`src/rtl/ibex_wb_arb_pkg.sv`:
```
// Shared types and constants for the Ibex instruction/data Wishbone arbiter.
package ibex_wb_arb_pkg;

  typedef enum logic [1:0] {
    IDLE  = 2'd0,
    OWN_I = 2'd1,
    OWN_D = 2'd2
  } arb_state_t;

  typedef enum logic {
    OWNER_I = 1'b0,
    OWNER_D = 1'b1
  } owner_t;

  localparam logic [3:0] INSTR_SEL = 4'hF;

endpackage

```
`src/rtl/ibex_wb_arbiter.sv`:
```
// Shares one pipelined Wishbone master between the Ibex fetch and data ports.
// Define IBEX_WB_ARB_ROUND_ROBIN_EN for round-robin instead of fixed data priority.
//
// state | meaning
// IDLE  | no owner, arbitrating; no strobe
// OWN_I | fetch port owns the bus
// OWN_D | load/store port owns the bus
module ibex_wb_arbiter
  import ibex_wb_arb_pkg::*;
#(
  parameter int unsigned MAX_OUTSTANDING = 2,
  parameter int unsigned CNT_W           = $clog2(MAX_OUTSTANDING + 1)
) (
  input  logic        clk,
  input  logic        rst_n,
  input  logic        instr_req,
  output logic        instr_gnt,
  output logic        instr_rvalid,
  input  logic [31:0] instr_addr,
  output logic [31:0] instr_rdata,
  output logic        instr_err,
  input  logic        data_req,
  output logic        data_gnt,
  output logic        data_rvalid,
  input  logic        data_we,
  input  logic [3:0]  data_be,
  input  logic [31:0] data_addr,
  input  logic [31:0] data_wdata,
  output logic [31:0] data_rdata,
  output logic        data_err,
  output logic        wb_cyc,
  output logic        wb_stb,
  output logic [31:0] wb_adr,
  output logic [31:0] wb_dat_o,
  output logic        wb_we,
  output logic [3:0]  wb_sel,
  input  logic        wb_stall,
  input  logic        wb_ack,
  input  logic        wb_err,
  input  logic [31:0] wb_dat_i
);

  localparam logic [CNT_W-1:0] MAX_CNT = CNT_W'(MAX_OUTSTANDING);

  arb_state_t       state, state_next;
  logic [CNT_W-1:0] cnt, cnt_next;
  logic             owner_req, other_req, yield;
  logic             accept, resp, cnt_nz;

  assign cnt_nz = (cnt != '0);
  assign resp   = (wb_ack | wb_err) & cnt_nz;
  assign accept = wb_stb & ~wb_stall;

  always_comb begin
    owner_req = 1'b0;
    other_req = 1'b0;
    wb_adr    = '0;
    wb_sel    = '0;
    wb_we     = 1'b0;
    wb_dat_o  = '0;
    case (state)
      OWN_I: begin
        owner_req = instr_req;
        other_req = data_req;
        wb_adr    = instr_addr;
        wb_sel    = INSTR_SEL;
      end
      OWN_D: begin
        owner_req = data_req;
        other_req = instr_req;
        wb_adr    = data_addr;
        wb_sel    = data_be;
        wb_we     = data_we;
        wb_dat_o  = data_wdata;
      end
      default: ;
    endcase
  end

`ifdef IBEX_WB_ARB_ROUND_ROBIN_EN
  owner_t prev_owner;
  logic   had_accept;

  always_ff @(posedge clk or negedge rst_n) begin
    if (!rst_n) begin
      prev_owner <= OWNER_I;
      had_accept <= 1'b0;
    end else begin
      if (state == IDLE)  had_accept <= 1'b0;
      else if (accept)    had_accept <= 1'b1;
      if (state == IDLE && state_next == OWN_D)      prev_owner <= OWNER_D;
      else if (state == IDLE && state_next == OWN_I) prev_owner <= OWNER_I;
    end
  end

  assign yield = other_req & had_accept;
`else
  assign yield = (state == OWN_I) & other_req;
`endif

  assign wb_stb = owner_req & ~yield & (cnt < MAX_CNT);
  assign wb_cyc = (state != IDLE) & (wb_stb | cnt_nz);

  assign instr_gnt    = (state == OWN_I) & accept;
  assign data_gnt     = (state == OWN_D) & accept;
  assign instr_rvalid = (state == OWN_I) & resp;
  assign data_rvalid  = (state == OWN_D) & resp;
  assign instr_err    = (state == OWN_I) & wb_err & cnt_nz;
  assign data_err     = (state == OWN_D) & wb_err & cnt_nz;
  assign instr_rdata  = wb_dat_i;
  assign data_rdata   = wb_dat_i;

  always_comb begin
    cnt_next = cnt;
    if (accept && !resp)      cnt_next = cnt + 1'b1;
    else if (!accept && resp) cnt_next = cnt - 1'b1;
  end

  // Ownership is only released once every outstanding response has returned.
  always_comb begin
    state_next = state;
    case (state)
      IDLE: begin
`ifdef IBEX_WB_ARB_ROUND_ROBIN_EN
        if (data_req && instr_req) state_next = (prev_owner == OWNER_D) ? OWN_I : OWN_D;
        else if (data_req)         state_next = OWN_D;
        else if (instr_req)        state_next = OWN_I;
`else
        if (data_req)       state_next = OWN_D;
        else if (instr_req) state_next = OWN_I;
`endif
      end
      default: begin
        if (cnt_next == '0 && (!owner_req || yield)) state_next = IDLE;
      end
    endcase
  end

  always_ff @(posedge clk or negedge rst_n) begin
    if (!rst_n) begin
      state <= IDLE;
      cnt   <= '0;
    end else begin
      state <= state_next;
      cnt   <= cnt_next;
    end
  end

endmodule

```
`config.mk`:
```
export PLATFORM = sky130hd
export DESIGN_NAME = ibex_wb_arbiter
export DESIGN_NICKNAME = d
export VERILOG_FILES = /design/src/rtl/ibex_wb_arb_pkg.sv /design/src/rtl/ibex_wb_arbiter.sv
export SDC_FILE = /design/constraint.sdc
export NUM_CORES = 1
export LEC_CHECK = 0
export ABC_AREA = 1
export BUFFER_PORTS_ARGS = -buffer_cell sky130_fd_sc_hd__buf_2
export CAP_MARGIN = 40
export CORE_AREA = 2 2 110 112
export CTS_CLUSTER_DIAMETER = 150
export DETAILED_ROUTE_END_ITERATION = 6
export DIE_AREA = 0 0 112 114
export PLACE_DENSITY = 0.49
export SLEW_MARGIN = 5
export SYNTH_ARGS = -nofsm -noshare
export SYNTH_HDL_FRONTEND = slang
export SYNTH_SLANG_ARGS = --single-unit
export TNS_END_PERCENT = 10
```
`constraint.sdc`:
```
create_clock -name clk -period 2.2 [get_ports clk]
set_clock_uncertainty 0.05 [all_clocks]
set_input_delay 0.44 -clock clk [delete_from_list [all_inputs] [get_ports clk]]
set_output_delay 0.44 -clock clk [all_outputs]
set_load 0.1 [all_outputs]
```
==> key figures <==
Outcome
  – Status: finished, violations left
  – Violated checks: negative setup slack

Routing
  – Final Routed Wirelength: 6.695 mm
  – Routed vias: 2,286
  – First-pass iteration count of the detailed router: 4
  – WL met1: 2.181 mm
  – WL met2: 3.683 mm
  – DRC Markers: 0
  – Post-DR wirelength/cell: 11.42 um
  – DR vias/cell: 3.901
  – Top Metal Used: met4
  – WL met3: 547 um
  – Iter 0 DRT Violations: 27
  – Residual antenna-violating net count after detailed routing: 0

Synth
  – Synth async-reset ratio: 100.0%
  – Yosys reg bits: 4
  – Yosys warnings: 0
  – Combined area of all synthesized cells: 1663 um^2
  – Proportion of synthesized area in mux cells: 0%
  – Yosys top cell by area: buf_4
  – Yosys top cell area share: 29.35%
  – Area share of xor/xnor cells in the synthesized design: 0%
  – Syn_nets: 459
  – Post-synth top cells: nand2_1 (115), buf_4 (65), inv_1 (44), a21oi_1 (37), clkbuf_1 (12)
  – Adder-Cell Fraction of Synth Area: 3.010%
  – Compound-Gate Fraction of Synth Area: 11.96%
  – Synthesized area per cell: 5.279 um^2
  – Top-count cell post-synth: nand2_1
  – Combinational family with the most area after synthesis: buffers and inverters
  – Register area share after synthesis: 6.020%
  – Top_reg_cell synth: dfrtp_1
  – Synth area leaders: buf_4 (29%), nand2_1 (26%), a21oi_1 (11%), inv_1 (9.9%), dfrtp_1 (6.0%)
  – Simple-gate share of the synthesized area: 34.76%
  – Gate count after technology mapping: 315
  – Post-synth EDFFs: 0
  – Cell variety after synth: 25

Die
  – Core Area: 11,710 um^2
  – Site row count: 40
  – Die H: 114 um
  – Initial core utilization: 14.20%
  – Die W: 112 um
  – Ports: 281
  – Die ar.: 12,770 um^2

Setup path
  – Setup crit end kind: primary output
  – Crit-path max FO: 6
  – Setup crit start kind: flip-flop
  – Worst Path Arrival: 1.72 ns
  – Required time at the worst-slack endpoint: 1.71 ns
  – CP Class: reg2out

Clock tree
  – Clk slew on worst S/H paths: 0.03 ns
  – Clock Tree Buf Depth: 2
  – Max H-tree Level: 1
  – CTS tree: done
  – Clock root cell: clkbuf_16
  – Num CTS Buffers: 3
  – Sink Count: 4
  – Worst skew pair latency: 0.22 ns

STA
  – Fin. max-slew vios: 0
  – Final worst setup slack: -0.005354 ns
  – Worst slew margin: 75.01%
  – Fmax achieved: 453.4 MHz
  – Hold Violations, Final: 0
  – Worst hold slack: 0.4150 ns
  – Least-Margin Pin Slew: 0.3749 ns
  – Min cycle time layout: 2.205 ns
  – Setup violations, final: 1
  – RSZ-0062 raised after global routing: yes
  – Final period util: 100.2%

Finish
  – Finished Cell Area: 4088 um^2
  – Register area: 100.1 um^2
  – Ant diodes: 0
  – Layout cell share with drive strength beyond 1: 61.05%
  – Layout fillers: 1,211
  – P&R area growth vs syn: 145.8%
  – Multi-input logic area: 1284 um^2
  – Nets: 585

GRT
  – Gr ovfl total: 0
  – Vias in the first global route: 2,314
  – Total GRT Usage: 9.740%
  – Global-route wire length before repair: 10.50 mm
  – Initial antenna violation count: 0
  – Pin count of the biggest net entering global routing: 38

Run
  – Maxcap violations: 0

Placed design
  – DP HPWL: 5.767 mm
  – Routability Congestion: 0.7425
  – PortBufs: 184
  – Area after DPL: 3884 um^2

Min path
  – Hold crit path type: in2reg
==> through the flow <==
step                      util (%)  cells  setup WS, ns    TNS, ns
after global placement       33.16    576        0.2029          0
final                        34.90    586     -0.005354  -0.005354
after global routing         34.90    586      -0.07078     -1.045
after detailed placement     33.16    576        0.1372          0
after floorplan                  -    315       -0.2882     -11.01
after CTS                    34.48    583      -0.01496   -0.01496
==> area by class of cell <==
| type | instances | area share, % |
|---|---|---|
| clock buffers | 3 | 1.837 |
| multi-input cells | 183 | 31.40 |
| repair buffers | 201 | 55.31 |
| flip-flops and latches | 4 | 2.449 |
| well taps | 147 | 4.500 |
| inverters | 48 | 4.500 |
==> metal layers <==
metal | vias to the layer above | GRT usage, %
met2 | 112 | 19.68
li1 | 1123 | -
met3 | 38 | 1.647
met5 | - | 0
met1 | 1013 | 9.707
met4 | 0 | 4.228
==> critical path, stage by stage, from the launching register on <==
cell and delay [ns]:
dfrtp_1 0.39, inv_2 0.08, ha_2 0.19, buf_6 0.12
nand2_2 0.05, inv_2 0.05, nor2_1 0.05, nor2_4 0.12
nand2_2 0.07, a21oi_2 0.17, buf_12 0.19
==> path summary, 6_finish.rpt <==
check,startpoint,to,depth (start not counted),slack (ns)
min,instr_req,state[0],3,0.42
max reg2reg,state[1],state[0],15,0.24
max in group asynchronous,rst_n,cnt[0],2,1.48
max,state[1],wb_cyc,10,-0.005
min in group asynchronous,rst_n,state[0],2,0.50
min reg2reg,cnt[0],cnt[0],3,0.49
==> layout by cell type (no fill, tap or decap) <==
master / netlist / final
a21oi_2: 1 / 7
a21oi_4: 0 / 31
and2_1: 1 / 1
buf_12: 0 / 81
buf_2: 1 / 107
buf_4: 65 / 11
buf_6: 1 / 1
clkbuf_16: 0 / 3
clkinv_2: 0 / 1
dfrtp_1: 4 / 4
dlygate4sd3_1: 0 / 1
ha_1: 4 / 1
ha_2: 0 / 1
ha_4: 0 / 2
inv_1: 44 / 42
inv_2: 2 / 4
inv_4: 1 / 1
nand2_1: 115 / 110
nand2_2: 3 / 8
nand3_1: 5 / 5
nand3_2: 2 / 2
nand4_1: 1 / 1
nand4_4: 0 / 1
nor2_1: 8 / 4
nor2_2: 0 / 2
nor2_4: 1 / 3
nor3_2: 0 / 1
nor3_4: 0 / 1
o21ai_0: 1 / 1
or2_1: 1 / 1
==> what timing repair did <==
item / CTS / global route
buffers inserted: 3 / 3
pin swaps: 3 / 5
hold buffers: 1 / 0
endpoints found under the hold margin: 4 / 0
endpoints found under the setup margin: 40 / 40
resized for setup: 10 / 6
==> state kept, by name, summed over array words and instances (netlist names) <==
| signal | cells |
|---|---|
| cnt | 2 |
| state | 2 |
==> cell families (layout without fill, tap and decap cells) <==
family	after synthesis	after routing
and+or+nand+nor	140	140
buffers and inverters	128	252
DFF	4	4
adders and majority gates	4	4
AOI/OAI and AO/OA	39	39
Power is not shown: default switching activity piles up to over one toggle a cycle in this logic, so the estimate is an artifact.
